<file path="src/rtl/fetch_ctrl.sv">
// Instruction-fetch sequencer: owns the PC, runs a single-outstanding imem handshake
// and feeds decode through an output register backed by a one-entry skid buffer.
//
// state | meaning
// IDLE  | after reset, no request yet
// FETCH | request outstanding at pc
// DRAIN | output and skid both full, no request
// FLUSH | redirect seen before ack; stale response still owed, target kept in rpc
module fetch_ctrl #(
    parameter logic [31:0] RESET_PC = 32'h0000_0000,
    parameter logic [31:0] NOP_INST = 32'h0000_0013
) (
    input  logic        cpu_clk,
    input  logic        cpu_rst,
    output logic        imem_req,
    output logic [31:0] imem_addr,
    input  logic        imem_ack,
    input  logic [31:0] imem_rdata,
    input  logic        redirect,
    input  logic [31:0] redirect_pc,
    input  logic        stall,
    output logic        inst_valid,
    output logic [31:0] inst,
    output logic [31:0] inst_pc,
    output logic [31:0] inst_pc4,
    output logic [31:0] pc
);

    typedef enum logic [1:0] {IDLE, FETCH, DRAIN, FLUSH} state_t;

    state_t      state, state_d;
    logic [31:0] pc_d, inst_d, inst_pc_d, inst_pc4_d;
    logic [31:0] skid_inst, skid_inst_d, skid_pc, skid_pc_d, rpc, rpc_d;
    logic        inst_valid_d;
    logic        accept, slot_free, ack;

    assign imem_req  = (state == FETCH) || (state == FLUSH);
    assign imem_addr = pc;
    assign accept    = inst_valid && !stall;
    assign slot_free = !inst_valid || accept;
    assign ack       = imem_req && imem_ack;

    always_comb begin
        state_d      = state;
        pc_d         = pc;
        inst_valid_d = inst_valid;
        inst_d       = inst;
        inst_pc_d    = inst_pc;
        inst_pc4_d   = inst_pc4;
        skid_inst_d  = skid_inst;
        skid_pc_d    = skid_pc;
        rpc_d        = rpc;

        // Redirect kills the output; an accept empties it unless refilled below.
        if (redirect || accept)
            inst_valid_d = 1'b0;

        case (state)
            IDLE: begin
                state_d = FETCH;
                if (redirect)
                    pc_d = redirect_pc;
            end
            FETCH: begin
                if (redirect) begin
                    if (ack) begin
                        pc_d = redirect_pc;
                    end else begin
                        rpc_d   = redirect_pc;
                        state_d = FLUSH;
                    end
                end else if (ack) begin
                    pc_d = pc + 32'd4;
                    if (slot_free) begin
                        inst_valid_d = 1'b1;
                        inst_d       = imem_rdata;
                        inst_pc_d    = pc;
                        inst_pc4_d   = pc + 32'd4;
                    end else begin
                        skid_inst_d = imem_rdata;
                        skid_pc_d   = pc;
                        state_d     = DRAIN;
                    end
                end
            end
            DRAIN: begin
                if (redirect) begin
                    pc_d    = redirect_pc;
                    state_d = FETCH;
                end else if (accept) begin
                    inst_valid_d = 1'b1;
                    inst_d       = skid_inst;
                    inst_pc_d    = skid_pc;
                    inst_pc4_d   = skid_pc + 32'd4;
                    state_d      = FETCH;
                end
            end
            FLUSH: begin
                if (redirect)
                    rpc_d = redirect_pc;
                if (ack) begin
                    pc_d    = redirect ? redirect_pc : rpc;
                    state_d = FETCH;
                end
            end
            default: state_d = IDLE;
        endcase
    end

    always_ff @(posedge cpu_clk or posedge cpu_rst) begin
        if (cpu_rst) begin
            state      <= IDLE;
            pc         <= RESET_PC;
            inst_valid <= 1'b0;
            inst       <= NOP_INST;
            inst_pc    <= 32'h0000_0000;
            inst_pc4   <= 32'h0000_0004;
            skid_inst  <= 32'h0000_0000;
            skid_pc    <= 32'h0000_0000;
            rpc        <= 32'h0000_0000;
        end else begin
            state      <= state_d;
            pc         <= pc_d;
            inst_valid <= inst_valid_d;
            inst       <= inst_d;
            inst_pc    <= inst_pc_d;
            inst_pc4   <= inst_pc4_d;
            skid_inst  <= skid_inst_d;
            skid_pc    <= skid_pc_d;
            rpc        <= rpc_d;
        end
    end

endmodule

</file>
<file path="config.mk">
export PLATFORM = sky130hd
export DESIGN_NAME = fetch_ctrl
export DESIGN_NICKNAME = d
export VERILOG_FILES = /design/src/rtl/fetch_ctrl.sv
export SDC_FILE = /design/constraint.sdc
export NUM_CORES = 1
export LEC_CHECK = 0
export ABC_AREA = 1
export BUFFER_PORTS_ARGS = -buffer_cell sky130_fd_sc_hd__buf_2
export CORE_ASPECT_RATIO = 1.5
export CORE_UTILIZATION = 40
export DETAILED_ROUTE_END_ITERATION = 8
export GPL_ROUTABILITY_DRIVEN = 0
export GPL_TIMING_DRIVEN = 0
export HOLD_SLACK_MARGIN = 0.06
export PLACE_DENSITY = 0.56
export SLEW_MARGIN = 20
export SYNTH_ARGS = -nofsm -noshare
export SYNTH_HDL_FRONTEND = slang
export SYNTH_SLANG_ARGS = --single-unit
</file>
<file path="constraint.sdc">
create_clock -name cpu_clk -period 19.65 [get_ports cpu_clk]
set_clock_uncertainty 0.05 [all_clocks]
set_input_delay 0.9825 -clock cpu_clk [delete_from_list [all_inputs] [get_ports cpu_clk]]
set_output_delay 0.9825 -clock cpu_clk [all_outputs]
set_load 0.01 [all_outputs]
</file>
== Yosys cells after proc, flatten, opt, wreduce, memory -nomap -nowiden ==
Index checks and enable logic that the tools add are counted.
Word-level totals
  latch bits: 0
  memory bits (read-only): 0
  word-level logic and storage cells: 88
  memories kept: 0
  flip-flop bits (word level): 227
  output and inout bits: 162
  input bits: 69
  RAM bits: 0
Operators by class
  divide/modulo/power cells: 0
  reduce and logical (&&, ||, !) cells: 16
  $add $sub $neg: 2
  bitwise logic cells: 2
  eq/ne operators: 16
  order comparisons: 0
  multiplexer cells: 43
  shift-type cells: 0
  $mul: 0
Operators by type and width (number)
  two-way mux 32 bit: 23
  one-hot mux 32 bit (2 select lines): 4
  one-hot mux 32 bit (3 select lines): 1
  adder 32 x 3 -> 32 bit, second input constant: 2
  != test 2 bit, second input constant: 8
  two-way mux 2 bit: 7
  != test 3 bit, second input constant: 4
  one-hot mux 2 bit (4 select lines): 1
  two-way mux 1 bit: 6
  AND reduction 3 bit: 2
  AND reduction 6 bit: 1
  AND reduction 5 bit: 1
  == test 2 bit, second input constant: 2
  AND reduction 4 bit: 1
  nonzero test 2 bit: 2
  logical OR 1 bit: 3
  == test 2 x 1 -> 1 bit, second input constant: 1
  logical AND 1 bit: 2
  logical NOT 1 bit: 2
  logical NOT 2 bit: 1
  != test 2 x 1 -> 1 bit, second input constant: 1
  inverter 1 bit: 2
  one-hot mux 1 bit (2 select lines): 1
  OR reduction 2 bit: 1

== Depth between registers and ports, before layout ==
Gate-level depths: netlist (run 1).
  depth in word-level cells: 8
  gate-level depth with buffers: 12
  mapped depth without buffers: 12

== Worst setup path before layout (run 1) ==
No wires, ideal clock.
  path type: register to output
  start point: reg state[1]
  end point: out imem_req
  arrival time: 1.118 ns
  cell stages (with the launch flop): 6
  path buffers: 1
  required time: 18.618 ns
  slack: 17.500 ns
  cells stage by stage: dfrtp_1 inv_1 ha_1 buf_4 nor2_1 inv_1
On the way
  word-level cells in the longest chain between the ends: 2
  elaborated cells between the ends (all ways): 3
  classes of those cells: eq/ne: 2; reduce/logical: 1
Ends and longest elaborated chain
  from (decl): RTL line 31  | state_t state, state_d;
  from (signal assigned): RTL line 122  | state <= state_d;
  == test 2 x 1 -> 1 bit or == test 2 bit (tied branches): RTL line 37  | assign imem_req = (state == FETCH) || (state == FLUSH);
  logical OR 1 bit (*): RTL line 37
  to (decl): RTL line 15  | output logic imem_req,
Every way passes the cells marked *; elsewhere a longest branch is shown, timed or not.

== Worst setup path after layout (run 1) ==
Same ends and word-level chain as after synthesis.

==> results.yml, run 1 <==
synth:
  synth_flop_cell: "dfrtp_1"
  synth_cells: 1753
  synthMuxAreaShare: 0.0299
  synth-adder-area-share: 0.00586
  synth_top_family_by_area: "simple AND/OR/NAND/NOR gates"
  netlist_area_sq_um: 12800
  synth-simple-area-share: 0.293
  yosysSeqAreaShare: 0.440
  avgSynthCellArea_sq_um: 7.30
  async_reset_ff_frac: 1.00
  synth_xor_area_frac: 0.0164
  synth_compound_area_frac: 0.131
  syn_nets: 1828
  synth.distinct_cells: 39
  yosysWarningCount: 0
  synth_edf_count: 0
  ys_ff_latch: 225
critical_path:
  cp.arrival_ns: 1.90
  cp_data_required_time_ns: 18.62
  worstSetupEndpointType: "output pin"
  setup.worst_path.end: "imem_req"
  crit_start: "state[1]$_DFFE_PP0P_"
  cp_max_fo: 7
  cp-start-kind: "register"
  r2r_start: "state[0]$_DFFE_PP0P_"
  ff2ff_path_depth: 9
  worstReg2RegEnd: "inst_pc4[22]$_DFFE_PP0P_"
  crit_type: "reg -> out"
  regToRegSetupSlack_ns: 17.22
floorplan:
  std_cell_rows: 79
  coreArea_sq_um: 31200
  die_height_um: 221
  start_util: 0.410
  io-pin-count: 231
  die_area_sq_um: 32700
  die_w_um: 148
routing:
  wl_per_cell_um: 17.6
  dr.pass1.iters: 5
  wl_um: 42700
  drt.antenna.violating_nets: 0
  viasPerCell: 5.02
  via_count: 12200
  drtIter0Drc: 665
  drc: 0
global_routing:
  busiest_layer: "met2"
  gr-usage-met2: 0.466
  grt_use_total: 0.265
  grt_pass1_vias: 12300
  gr-total-overflow: 0
  grtUsageMet3: 0.0274
  grt_start_max_net_pins: 80
  antenna_found_initial: 2
  grt_first_pass_wirelength_um: 67300
  grtUsageMet1: 0.308
clocking:
  max-clock-path-buffers: 3
  clkTransAtPathRegs_ns: 0.06
  clock_latency_ns: 0.53
  ctsResizeCount: 0
  cts_made_buffers: 24
  htreeDepth: 1
  cts-root-buf: "clkbuf_16"
  clock-sinks: 225
  post_cts.repair.setup_buffers: 0
  holdBufCountCts: 0
  cts_tree: "done"
power_and_ir_drop:
  p_per_area_nw_per_um2: 169
  p_leak_nw: 7.73
  vdd_drop_max_mv: 0.0817
layout:
  n_fill_cell: 3282
  drive_gt1_frac: 0.205
  area_growth_pct: 19.3
  nNetsFinal: 2086
  multi_input_area_sq_um: 6100
  regArea_sq_um: 5640
  final_area_sq_um: 15300
sta:
  fin_crit_sh: 0.149
  slew_violations: 0
  worst_slew_pin_slew_ns: 0.653
  fmax_mhz: 341
  tns_ns: 0
  final_hold_viol_count: 0
  layout_min_cycle_time_ns: 2.93
  max-slew-margin-rel: 0.565
  setup_viol: 0
  rsz0062_at_grt: "false"
placement:
  portBuffers: 230
  detailed_place_hpwl_um: 33600
  place_area_sq_um: 14500
hold_path:
  hold_class: "reg -> reg"
job:
  drv_cap: 0
status:
  outcome: "finished, final reports clean"
==> power breakdown <==
| part | internal [mW] | total, mW | switching, mW |
|---|---|---|---|
| sequential | 0.683 | 0.884 | 0.202 |
| clock | 0.254 | 0.440 | 0.186 |
| combinational | 0.470 | 1.26 | 0.788 |
| total | 1.41 | 2.58 | 1.18 |
==> stage by stage <==
stage          setup slack, ns  hold WS, ns  utilization  cells  total power [mW]
6_report                 16.72        0.424        0.489   2433              2.58
5_1_grt                  16.60        0.444        0.489   2433              2.80
4_1_cts                  16.69        0.428        0.489   2431              2.60
3_5_place_dp             16.89        0.413        0.465   2390              2.15
3_3_place_gp              9.72        0.410        0.463   2388              2.13
2_1_floorplan            12.46        0.404            -   1753              1.66
==> flip-flops by register name (all words and copies together) (netlist names), 2 cells and up <==
signal     count
imem_addr     32
inst          32
inst_pc       32
inst_pc4      30
rpc           32
skid_inst     32
skid_pc       32
state          2
==> logic make-up (layout without fill, tap and decap cells) <==
group,after synthesis,after routing
buffers and inverters,224,497
other,0,2
flip-flops,225,225
AND/OR/NAND/NOR,943,943
multiplexers,34,34
AO/OA/AOI/OAI,297,297
adder cells (fa/ha/maj),6,6
XOR/XNOR,24,24
==> final cells by class <==
type                       count  area share
multi-input combinational   1304       0.400
sequential                   225       0.369
timing repair buffer         232      0.0790
clock buffer                  38      0.0481
buffer                       125      0.0453
tap                          405      0.0332
inverter                      99      0.0248
clock inverter                 3    0.000983
antenna                        2    0.000328
==> worst max-delay path, stage by stage (launching register included) <==
cell and delay [ns]:
dfrtp_1 0.38, inv_1 0.09, ha_1 0.18, buf_4 0.16
nor2_1 0.29, inv_1 0.12, buf_2 0.16
==> synthesized netlist by cell type (5+ instances only) <==
library cell  count  share of area
nand2_1         657           0.19
dfrtp_1         221           0.43
nor2_1          201          0.059
o21ai_0         127          0.050
inv_1            94          0.028
a21oi_1          89          0.035
o31ai_1          57          0.033
nand3_1          51          0.020
buf_2            43          0.017
buf_4            39          0.023
clkbuf_1         37          0.011
mux2_2           33          0.029
xor2_1           19          0.013
nand3b_1          9         0.0053
o21a_1            7         0.0041
ha_1              6         0.0059
nor2_2            6         0.0029
nor2_4            6         0.0053
o211ai_1          5         0.0029
xnor2_1           5         0.0034
==> metal layers <==
| layer | vias up | part of all wire |
|---|---|---|
| met5 | - | 0 |
| met4 | 0 | 0.059 |
| met3 | 109 | 0.041 |
| met2 | 352 | 0.50 |
| met1 | 5655 | 0.40 |
| li1 | 6106 | - |
==> cell usage in the layout (no fill, tap or decap), drive strengths merged <==
| cell type | Yosys | final |
|---|---|---|
| nand2 | 660 | 660 |
| buf | 88 | 320 |
| dfrtp | 221 | 221 |
| nor2 | 213 | 213 |
| o21ai | 130 | 130 |
| inv | 98 | 98 |
| a21oi | 89 | 89 |
| clkbuf | 37 | 75 |
| o31ai | 57 | 57 |
| nand3 | 54 | 54 |
| mux2 | 34 | 34 |
| xor2 | 19 | 19 |
| nand3b | 9 | 9 |
| o21a | 7 | 7 |
| ha | 6 | 6 |
| xnor2 | 5 | 5 |
| o211ai | 5 | 5 |
| dfstp | 4 | 4 |
| clkinv | 1 | 4 |
| a31oi | 3 | 3 |
| a211oi | 3 | 3 |
| nand4 | 3 | 3 |
| or2 | 3 | 3 |
| diode | 0 | 2 |
| o22ai | 2 | 2 |
| nor3 | 1 | 1 |
| a22oi | 1 | 1 |
==> worst min path at each step <==
stage | startpoint | to | slack [ns] | cells after the start
final | inst_pc4[12]$_DFFE_PP0P_ | inst_pc4[12]$_DFFE_PP0P_ | 0.42 | 2
after global routing | inst_pc4[12]$_DFFE_PP0P_ | inst_pc4[12]$_DFFE_PP0P_ | 0.44 | 2
after CTS | inst[16]$_DFFE_PP0P_ | inst[16]$_DFFE_PP0P_ | 0.43 | 2
after detailed placement | inst_pc4[12]$_DFFE_PP0P_ | inst_pc4[12]$_DFFE_PP0P_ | 0.41 | 2
after global placement | inst[7]$_DFFE_PP0P_ | inst[7]$_DFFE_PP0P_ | 0.41 | 2
after floorplan | skid_pc[0]$_DFFE_PP0P_ | skid_pc[0]$_DFFE_PP0P_ | 0.40 | 2
(Power assumes the default switching activity.)
==> run 2, diff against run 1 <==
--- a/config.mk
+++ b/config.mk
@@ -13,7 +13,7 @@
 export GPL_ROUTABILITY_DRIVEN = 0
 export GPL_TIMING_DRIVEN = 0
 export HOLD_SLACK_MARGIN = 0.06
-export PLACE_DENSITY = 0.56
+export PLACE_DENSITY = 0.59
 export SLEW_MARGIN = 20
 export SYNTH_ARGS = -nofsm -noshare
 export SYNTH_HDL_FRONTEND = slang
==> constraint.sdc (replaced) <==
create_clock -name cpu_clk -period 2.4 [get_ports cpu_clk]
set_clock_uncertainty 0.05 [all_clocks]
set_input_delay 0.12 -clock cpu_clk [delete_from_list [all_inputs] [get_ports cpu_clk]]
set_output_delay 0.12 -clock cpu_clk [all_outputs]
set_load 0.01 [all_outputs]
==> run 2 against run 1 <==
  * Combinational power increased to 8.3 times the previous value
  * Clock power increased to 8.5 times the previous value
  * Via count grew 3.0%
  * Largest power group unchanged
  * Critical path type is now reg -> reg
  * Wire length fell by 0.14%
  * Highest routed layer unchanged
==> results.yml, run 2 (synthesized netlist as in run 1, its figures left out) <==
power_and_ir_drop:
  p_per_area_nw_per_um2: 1330
  p_leak_nw: 8.08
  vdd_drop_max_mv: 0.481
routing:
  drt.antenna.violating_nets: 0
  viasPerCell: 5.03
  via_count: 12600
  wl_um: 42700
  drc: 0
  drtIter0Drc: 701
  wl_per_cell_um: 17.1
  dr.pass1.iters: 7
floorplan:
  die_height_um: 221
  die_area_sq_um: 32700
  coreArea_sq_um: 31200
  start_util: 0.410
  die_w_um: 148
  std_cell_rows: 79
  io-pin-count: 231
critical_path:
  cp-start-kind: "register"
  cp.arrival_ns: 2.58
  setup.worst_path.end: "inst_pc4[22]$_DFFE_PP0P_"
  worstReg2RegEnd: "inst_pc4[22]$_DFFE_PP0P_"
  ff2ff_path_depth: 9
  slowest_stage: "dfrtp_1"
  cp_data_required_time_ns: 2.75
  cp_max_fo: 10
  crit_start: "state[0]$_DFFE_PP0P_"
  regToRegSetupSlack_ns: 0.17
  crit_path_max_incr_delay_ns: 0.38
  r2r_start: "state[0]$_DFFE_PP0P_"
  crit_type: "reg -> reg"
  worstSetupEndpointType: "register"
  critical_path.cell_chain: "inv_1, ha_1, clkbuf_4, inv_1, buf_2, clkbuf_2, nand3_1, nand3_1, nand2_1"
layout:
  final_cell_mix: "657 x nand2_1, 270 x buf_2, 221 x dfrtp_1"
  area_growth_pct: 25.6
  drive_gt1_frac: 0.203
  final_common_cell: "nand2_1"
  nNetsFinal: 2158
  fin_cells: 2503
  finish.utilization: 0.515
  final_area_sq_um: 16100
  num_antenna_cells: 0
clocking:
  clock_latency_ns: 0.53
  clkTransAtPathRegs_ns: 0.06
  cts_tree: "done"
  cts_made_buffers: 23
  cts-root-buf: "clkbuf_16"
  post_cts.repair.setup_buffers: 0
  max-clock-path-buffers: 3
  clock-sinks: 225
  htreeDepth: 1
sta:
  worst_slew_pin_slew_ns: 0.648
  fmax_mhz: 448
  max-slew-margin-rel: 0.568
  fin_crit_sh: 0.930
  slew_violations: 0
  setup_viol: 0
  final_hold_viol_count: 0
  worst_hold_slack_ns: 0.156
  setup_ws_ns: 0.167
  layout_min_cycle_time_ns: 2.23
global_routing:
  gr-total-overflow: 0
  antenna_found_initial: 0
  grt_pass1_vias: 12500
  grt_start_max_net_pins: 34
  grt_use_total: 0.264
  grt_first_pass_wirelength_um: 67500
placement:
  portBuffers: 230
  dp_cells: 2395
  detailed_place_hpwl_um: 33700
  dp_slack_ns: 0.0162
  place_area_sq_um: 14600
status:
  outcome: "finished, final reports clean"
hold_path:
  hold_class: "in -> async"
job:
  drv_cap: 0
## run 2: cell types whose count changed in the layout (fill, tap and decap cells not counted), moves of 2 or more
cell	delta
buf_2	-3
clkinv_2	+3
clkbuf_16	-2
clkbuf_2	+3
bufinv_16	+3
dlygate4sd3_1	+68
buf_12	+6
clkbuf_1	-8
clkbuf_4	+2
diode_2	-2
clkbuf_8	-2
## run 2: critical path, delay by kind of cell, from the launching register on
| family | cells | cell delay [ns] |
|---|---|---|
| buffers and inverters | 5 | 1.02 |
| adders and majority gates | 1 | 0.21 |
| and+or+nand+nor | 3 | 0.43 |
| DFF | 1 | 0.38 |
## run 2: area by class of cell
class                      instances  area, sq um
buffer                           125          703
clock buffer                      30          642
clock inverter                    10          129
fill                            3188        15200
inverter                          99          375
multi-input combinational       1304         6110
sequential                       225         5640
tap                              405          507
timing repair buffer             305         1980
## run 2: power by group
part,switching (mW),total (mW),internal (mW)
registers,1.64,7.23,5.59
clock network,1.53,3.73,2.20
logic,6.50,10.5,3.96
total,9.67,21.4,11.8
## run 2: layer usage
layer,part of all wire,track usage
met4,0.053,0.142
met2,0.51,0.478
met3,0.051,0.0299
met1,0.39,0.299
met5,0,0
## run 2: what timing repair did
action	in CTS	in global routing
resized for setup	1	10
hold buffers	68	0
endpoints found under the hold margin	210	0
endpoints found under the setup margin	1	95
## run 2: stage by stage
stage / setup TNS, ns / power (mW)
global route: -0.00297 / 23.2
finish: 0 / 21.4
floorplan: -155.75 / 13.6
detailed placement: 0 / 17.6
CTS: 0 / 21.5
global placement: -476.43 / 17.4
## run 2: worst min-delay path by stage
stage / endpoint / startpoint / cells after the start
floorplan: skid_inst[29]$_DFFE_PP0P_ / imem_rdata[29] / 1
global route: inst_pc4[27]$_DFFE_PP0P_ / cpu_rst / 3
finish: inst_pc4[27]$_DFFE_PP0P_ / cpu_rst / 3
CTS: inst_pc4[27]$_DFFE_PP0P_ / cpu_rst / 3
detailed placement: inst_pc[24]$_DFFE_PP0P_ / cpu_rst / 2
global placement: skid_inst[21]$_DFFE_PP0P_ / imem_rdata[21] / 2
==> run 3, diff against run 2 <==
--- a/config.mk
+++ b/config.mk
@@ -6,14 +6,14 @@
 export NUM_CORES = 1
 export LEC_CHECK = 0
 export ABC_AREA = 1
-export BUFFER_PORTS_ARGS = -buffer_cell sky130_fd_sc_hd__buf_2
 export CORE_ASPECT_RATIO = 1.5
 export CORE_UTILIZATION = 40
 export DETAILED_ROUTE_END_ITERATION = 8
+export DONT_BUFFER_PORTS = 1
 export GPL_ROUTABILITY_DRIVEN = 0
 export GPL_TIMING_DRIVEN = 0
 export HOLD_SLACK_MARGIN = 0.06
-export PLACE_DENSITY = 0.59
+export PLACE_DENSITY = 0.5
 export SLEW_MARGIN = 20
 export SYNTH_ARGS = -nofsm -noshare
 export SYNTH_HDL_FRONTEND = slang
==> constraint.sdc (replaced) <==
create_clock -name cpu_clk -period 2.3 [get_ports cpu_clk]
set_clock_uncertainty 0.05 [all_clocks]
set_input_delay 0.115 -clock cpu_clk [delete_from_list [all_inputs] [get_ports cpu_clk]]
set_output_delay 0.115 -clock cpu_clk [all_outputs]
set_load 0.01 [all_outputs]
==> run 3 against run 2 <==
  * Flip-flop and latch count is the same
  * Critical path depth shrank 3
  * Setup slack lost 0.031 ns
  * Register-to-register slack lost 0.03 ns
  * Design area shrank 6.6%
  * Clock power grew 4%
  * Critical path type unchanged
==> results.yml, run 3 (synthesized netlist as in run 1, its figures left out) <==
layout:
  area_growth_pct: 17.3
  drive_gt1_frac: 0.113
  final_area_sq_um: 15000
  n_fill_cell: 3250
  num_antenna_cells: 0
  final_cell_mix: "657 x nand2_1, 215 x dfrtp_1, 200 x nor2_1"
  nNetsFinal: 1935
  finish.utilization: 0.481
  final_common_cell: "nand2_1"
power_and_ir_drop:
  switching_share: 0.468
  p_clk_frac: 0.182
  vdd_drop_max_mv: 0.764
  p_leak_nw: 7.11
  internal-power_mw: 11.4
  finalPower_mw: 21.5
  combPwrFrac: 0.431
  seqPwrFrac: 0.387
  power_switching_mw: 10.0
  p_per_area_nw_per_um2: 1430
floorplan:
  start_util: 0.410
  die_w_um: 148
  die_area_sq_um: 32700
  std_cell_rows: 79
  coreArea_sq_um: 31200
  die_height_um: 221
  io-pin-count: 231
routing:
  viasPerCell: 5.11
  wl_um: 43700
  dr.pass1.iters: 7
  via_count: 11700
  wl_per_cell_um: 19.2
  drt.antenna.violating_nets: 0
  drc: 0
  drtIter0Drc: 603
clocking:
  clkTransAtPathRegs_ns: 0.06
  clock_latency_ns: 0.54
  clock-sinks: 225
  cts-root-buf: "clkbuf_16"
  max-clock-path-buffers: 3
  cts_made_buffers: 25
  htreeDepth: 1
  cts_tree: "done"
critical_path:
  crit_start: "inst_valid$_DFF_PP0_"
  cp_data_required_time_ns: 2.72
  r2r_start: "inst_valid$_DFF_PP0_"
  worstSetupEndpointType: "register"
  crit_type: "reg -> reg"
  cp-start-kind: "register"
  cp.arrival_ns: 2.59
  cp_max_fo: 4
placement:
  place_area_sq_um: 13500
  detailed_place_hpwl_um: 34400
  portBuffers: 0
hold_path:
  hold_class: "in -> reg"
  min_from: "redirect"
sta:
  fmax_mhz: 462
  rsz0062_at_grt: "true"
  setup_viol: 0
  tns_ns: 0
  max-slew-margin-rel: 0.596
  final_hold_viol_count: 0
  slew_violations: 0
  fin_crit_sh: 0.941
  layout_min_cycle_time_ns: 2.16
  worst_slew_pin_slew_ns: 0.606
job:
  drv_cap: 0
global_routing:
  grt_use_total: 0.271
  antenna_found_initial: 0
  grt_pass1_vias: 12000
  gr-total-overflow: 0
  grt_first_pass_wirelength_um: 68300
  grt_start_max_net_pins: 33
status:
  outcome: "finished, final reports clean"
-- run 3: layer usage --
| metal | vias up | wire (um) | GRT usage |
|---|---|---|---|
| met5 | - | 0 | 0 |
| met4 | 0 | 1880 | 0.125 |
| met3 | 90 | 2480 | 0.0400 |
| met2 | 339 | 22500 | 0.497 |
| met1 | 5407 | 16900 | 0.303 |
| li1 | 5840 | - | - |
-- run 3: path summary, 6_finish.rpt --
check                                            end  slack [ns]  cells after the start
max in group asynchronous   inst_pc4[27]$_DFFE_PP0P_        1.00                      3
setup / recovery             skid_pc[14]$_DFFE_PP0P_        0.14                      6
hold / removal                  state[0]$_DFFE_PP0P_        0.09                      6
setup reg to reg             skid_pc[14]$_DFFE_PP0P_        0.14                      6
min in group asynchronous  imem_addr[26]$_DFFE_PP0P_        0.20                      3
hold reg to reg                   rpc[9]$_DFFE_PP0P_        0.45                      1
-- run 3: critical path, cell delays in order, from the launching register on --
cell           delay (ns)
dfrtp_1              0.45
nand2_1              0.13
nor2_1               0.15
dlygate4sd3_1        0.60
nand3_1              0.07
dlygate4sd3_1        0.58
nand2_1              0.07
-- run 3: what timing repair did --
item,CTS,global route
endpoints found under the setup margin,16,148
setup buffers,0,1
hold buffers,72,0
pin swaps,0,1
endpoints found under the hold margin,295,0
gates resized for setup,2,38
-- run 3: per-stage QoR --
step                std cells  setup WS, ns  hold WS, ns
finish                   2283         0.136       0.0935
detailed placement       2165        -0.141      -0.0226
global placement         2158         -2.23        0.218
floorplan                1753        -0.800        0.215
global route             2283       -0.0274        0.166
CTS                      2282        0.0177       0.0879
-- run 3: cell type report --
cell class | instances | area, sq um | area share
Multi-Input combinational cell | 1304 | 6120 | 0.408
Sequential cell | 225 | 5640 | 0.376
Timing Repair Buffer | 80 | 881 | 0.0587
Buffer | 125 | 722 | 0.0481
Clock buffer | 38 | 704 | 0.0469
Tap cell | 405 | 507 | 0.0338
Inverter | 99 | 375 | 0.0250
Clock inverter | 7 | 62.6 | 0.00417
-- run 3: power groups by stage --
| stage | registers, mW | clock network [mW] | logic (mW) |
|---|---|---|---|
| 2_1_floorplan | 7.50 | 0 | 6.69 |
| 3_3_place_gp | 8.34 | 0 | 8.83 |
| 3_5_place_dp | 8.37 | 0 | 8.97 |
| 4_1_cts | 8.31 | 3.98 | 9.16 |
| 5_1_grt | 8.54 | 4.12 | 10.5 |
| 6_report | 8.31 | 3.89 | 9.25 |
